===== src/rtl/scan_decoder.sv =====
// Registered one-hot decoder with enable: DIRECT decodes addr, SCAN sweeps every line, then pulses scan_done.
// Optional DECODER_HOLD_EN: keep the last DIRECT value in IDLE after enable drops.
module scan_decoder #(
  parameter int ADDR_WIDTH  = 2,
  parameter int STEP_CYCLES = 4
) (
  input  logic                         clk,
  input  logic                         reset,
  input  logic                         enable,
  input  logic                         mode,
  input  logic [ADDR_WIDTH-1:0]        addr,
  input  logic                         start,
  output logic [(1<<ADDR_WIDTH)-1:0]   out,
  output logic                         valid,
  output logic [ADDR_WIDTH-1:0]        scan_idx,
  output logic                         scan_done
);

  localparam int OUTS = 1 << ADDR_WIDTH;
  localparam int TW   = $clog2(STEP_CYCLES + 1);

  localparam logic [TW-1:0]         T_LAST = TW'(STEP_CYCLES - 1);
  localparam logic [ADDR_WIDTH-1:0] I_LAST = '1;
  localparam logic [OUTS-1:0]       LINE0  = OUTS'(1);

  typedef enum logic [1:0] {IDLE, DIRECT, SCAN, DONE} state_t;

  state_t          state;
  logic [TW-1:0]   timer;

  always_ff @(posedge clk) begin
    if (reset) begin
      state     <= IDLE;
      out       <= '0;
      valid     <= 1'b0;
      scan_idx  <= '0;
      scan_done <= 1'b0;
      timer     <= '0;
    end else begin
      scan_done <= 1'b0;
      case (state)
        IDLE: begin
          if (enable && !mode) begin
            state <= DIRECT;
            out   <= LINE0 << addr;
            valid <= 1'b1;
          end else if (enable && mode && start) begin
            state    <= SCAN;
            scan_idx <= '0;
            timer    <= '0;
            out      <= LINE0;
            valid    <= 1'b1;
          end else begin
`ifdef DECODER_HOLD_EN
            out   <= out;
            valid <= valid;
`else
            out   <= '0;
            valid <= 1'b0;
`endif
          end
        end
        DIRECT: begin
          if (enable && !mode) begin
            out   <= LINE0 << addr;
            valid <= 1'b1;
          end else begin
            state <= IDLE;
`ifdef DECODER_HOLD_EN
            // Only a falling enable keeps the last select; a mode change clears it.
            if (enable) begin
              out   <= '0;
              valid <= 1'b0;
            end
`else
            out   <= '0;
            valid <= 1'b0;
`endif
          end
        end
        SCAN: begin
          if (!enable) begin
            state    <= IDLE;
            out      <= '0;
            valid    <= 1'b0;
            scan_idx <= '0;
            timer    <= '0;
          end else if (timer == T_LAST) begin
            timer <= '0;
            if (scan_idx == I_LAST) begin
              state     <= DONE;
              out       <= '0;
              valid     <= 1'b0;
              scan_idx  <= '0;
              scan_done <= 1'b1;
            end else begin
              scan_idx <= scan_idx + 1'b1;
              out      <= out << 1;
            end
          end else begin
            timer <= timer + 1'b1;
          end
        end
        DONE: begin
          // start is not sampled here, so a held start waits for a fresh IDLE cycle.
          state <= IDLE;
        end
        default: state <= IDLE;
      endcase
    end
  end

endmodule

===== config.mk =====
export PLATFORM = sky130hd
export DESIGN_NAME = scan_decoder
export DESIGN_NICKNAME = d
export VERILOG_FILES = /design/src/rtl/scan_decoder.sv
export SDC_FILE = /design/constraint.sdc
export NUM_CORES = 1
export LEC_CHECK = 0
export BUFFER_PORTS_ARGS = -buffer_cell sky130_fd_sc_hd__buf_2
export CAP_MARGIN = 20
export CORE_MARGIN = 2
export CORE_UTILIZATION = 43
export DETAILED_ROUTE_END_ITERATION = 6
export GPL_ROUTABILITY_DRIVEN = 0
export GPL_TIMING_DRIVEN = 0
export HOLD_SLACK_MARGIN = 0.15
export PLACE_DENSITY_LB_ADDON = 0.08
export SETUP_SLACK_MARGIN = 0.2
export SKIP_LAST_GASP = 1
export SYNTH_ARGS = -nofsm -noshare
export SYNTH_HDL_FRONTEND = slang
export SYNTH_SLANG_ARGS = --single-unit

===== constraint.sdc =====
create_clock -name clk -period 1.5 [get_ports clk]
set_input_delay 0.15 -clock clk [delete_from_list [all_inputs] [get_ports clk]]
set_output_delay 0.15 -clock clk [all_outputs]
set_load 0.1 [all_outputs]

==> results by group <==
Status
  – Outcome: finished clean

Worst setup path
  – CP Launch Type: flip-flop
  – Required time of the worst setup path: between 1500 and 2000 ps
  – R2R depth: 6
  – Worst reg2reg setup slack: about 0.17 ps
  – Crit Path Class: reg -> reg
  – CP max FO: 8
  – Worst EP arrival: ~1700 ps
  – Crit. End Element: flip-flop
  – R2r startpoint: state[0]
  – RR Endpoint: state[0]

Yosys
  – Netlist cell types: 37
  – Gate Count Post-Synth: 86
  – Async SR Flop Fraction: 0
  – Ys Warns: 0
  – Top FF cell, synth: dfxtp_1
  – Synth Area per Inst: between 9 and 10 µm²
  – EDFF count, synth: 0
  – #FFs+latches synth: 13
  – Mapped Area: roughly 800 µm²
  – Post-synthesis sequential area ratio: 0.3265
  – Net Count, Synth: 100

Route
  – Vias per Instance: ~5.5
  – Routed WL per cell: between 10 and 15 µm
  – Detailed-route DRC error count: 0
  – Number of vias after detailed routing: 748
  – Drt first pass iters: 4
  – Routed WL: ~1.8 mm
  – Drt initial violations: 25
  – Post-route ant nets: 0

Min path
  – HP Start: reset
  – End of the worst hold path: state[1]
  – Worst hold path type: in -> reg
  – Hold path cells: 3

Layout
  – Most frequent cells in the layout: buf_2, nor2_1, buf_4, mux2i_1
  – Synthesis-to-layout area growth: 32.18%
  – Post-layout util: 0.6101
  – Nets@finish: between 100 and 150
  – Commonest non-fill, non-tap cell in the layout: buf_2
  – Final Cell Area: 1054 µm²
  – # diodes: 0
  – Fin cells: ~140
  – Layout cells sized above 1: 0.4364

GRT
  – Number of global-route vias before repair: between 600 and 700
  – Tot GR Track Use: 0.1876
  – Largest net degree at the start of global routing: 11
  – Initial antenna violation count: 0
  – Global-route wire length before repair: approximately 2.8 mm
  – Gr ovfl total: 0

Timing
  – Final setup TNS: 0 ps
  – Unrepaired setup endpoints after global routing: true
  – Fmax: roughly 670 MHz
  – Fin crit share: 0.9999
  – Fin. Hold Viols: 0
  – Worst Tran Pin Value: 485.8 ps
  – Max transition margin: 0.6784
  – Clock Skew: approximately 13 ps
  – Final Max Slew Viols: 0
  – Post-layout min period: about 1500 ps
  – Final setup viols: 0

Floorplanning
  – Initial Utilization: 0.4616
  – Die H: 47.05 µm
  – Rows: 15
  – Die width: ~47 µm
  – DIE AREA: around 2200 µm²
  – Core area: roughly 1700 µm²
  – I/O Pins: 15

Power
  – Switching Share: 0.4454
  – Clock power frac: 0.143
  – Maximum vdd drop: 681.9 µV
  – Logic pwr share: 0.568
  – Power Total: 0.001534 W
  – Net Sw Power: 0.0006835 W
  – Leakage: 0.4686 nW
  – Reg power frac: 0.289
  – Internal power: ~0.00085 W
  – P per Cell Area: around 1500 nW/µm²

Clocking
  – Worst-path clk slew: about 90 ps
  – H-tree depth: 1
  – Clock Sinks: 13
  – Num CTS Buffers: 3
  – Clk buf depth: 2
  – Post-CTS Hold Buffers: 0
  – CTS Root Cell: clkbuf_4
  – CTS tree: yes
  – Worst skew pair latency: between 200 and 300 ps

Job
  – # Max-Cap Violations: 0

Place
  – Placement Cell Area: about 950 µm²
  – DP Cell Count: around 130
  – Detailed Place HPWL: ~1.2 mm
  – I/O Buffers: 14
[worst max path at each step]
stage / start / end / slack, ps / depth (start not counted)
after CTS: state[0] / state[0] / -20 / 6
after global routing: state[0] / state[0] / -80 / 6
after detailed placement: state[0] / state[0] / -60 / 6
after global placement: state[0] / state[1] / -30 / 6
after floorplan: state[0] / state[0] / 70 / 6
final: state[0] / state[0] / 0.2 / 6
[sequential cells by signal, indices dropped and copies added, names as in the netlist]
| signal | cells |
|---|---|
| timer | 3 |
| out | 4 |
| valid | 1 |
| scan_idx | 2 |
| state | 2 |
| scan_done | 1 |
[kinds of logic after synthesis]
group / after synthesis / share of synthesized area
buffers and inverters: 8 / 0.04395
and+or+nand+nor: 31 / 0.2276
AOI/OAI and AO/OA: 21 / 0.2166
DFF: 13 / 0.3265
muxes: 6 / 0.07536
adders and majority gates: 7 / 0.1099
[layout make-up]
class / count / area (µm²)
Tap cell: 25 / 31.28
Timing Repair Buffer: 20 / 118.9
Fill cell: 169 / 673.1
Multi-Input combinational cell: 65 / 548.0
Buffer: 3 / 26.28
Clock buffer: 4 / 26.28
Sequential cell: 13 / 281.5
Inverter: 5 / 21.27
[worst max-delay path: stages, from the launching register on]
cell,delay (ps)
dfxtp_4,380
inv_4,50
ha_4,150
buf_8,130
a22o_1,210
a221oi_4,270
mux2i_1,230
[per-stage QoR]
| stage | setup WS, ps | hold slack (ps) |
|---|---|---|
| 2_1_floorplan | 70.50 | 336.0 |
| 6_report | 0.1710 | 175.6 |
| 5_1_grt | -77.34 | 186.0 |
| 3_3_place_gp | -30.20 | 450.4 |
| 4_1_cts | -21.76 | 163.5 |
| 3_5_place_dp | -56.18 | 451.4 |
[power by group through the flow]
stage,sequential [W],combinational (W),clock (W)
final,0.000443,0.000872,0.000220
after global routing,0.000450,0.000930,0.000246
after detailed placement,0.000452,0.000728,0
after global placement,0.000450,0.000724,0
after floorplan,0.000648,0.000401,0
after CTS,0.000442,0.000801,0.000231
[routing by layer]
metal,up-vias,global-route usage,routed length [µm]
met4,0,0.1111,38
met3,5,0.03462,93
met5,-,0,0
met1,346,0.2471,847
li1,369,-,-
met2,28,0.2849,839
[cell usage after synthesis (2+ instances only)]
| master | number | area share |
|---|---|---|
| a211oi_1 | 3 | 0.028 |
| a21oi_1 | 3 | 0.019 |
| a32oi_1 | 2 | 0.022 |
| dfxtp_1 | 13 | 0.33 |
| ha_1 | 7 | 0.11 |
| inv_1 | 5 | 0.024 |
| mux2i_1 | 6 | 0.075 |
| nand2_1 | 5 | 0.024 |
| nand2b_1 | 3 | 0.024 |
| nand4_1 | 2 | 0.016 |
| nor2_1 | 9 | 0.042 |
| nor3b_1 | 2 | 0.019 |
| o21ai_0 | 2 | 0.013 |
[timing repair]
| item | CTS | global route |
|---|---|---|
| buffers inserted | 4 | 2 |
| pin swaps | 1 | 1 |
| gates resized for setup | 5 | 3 |
| endpoints found under the setup margin | 12 | 11 |
(Power assumes the default switching activity.)
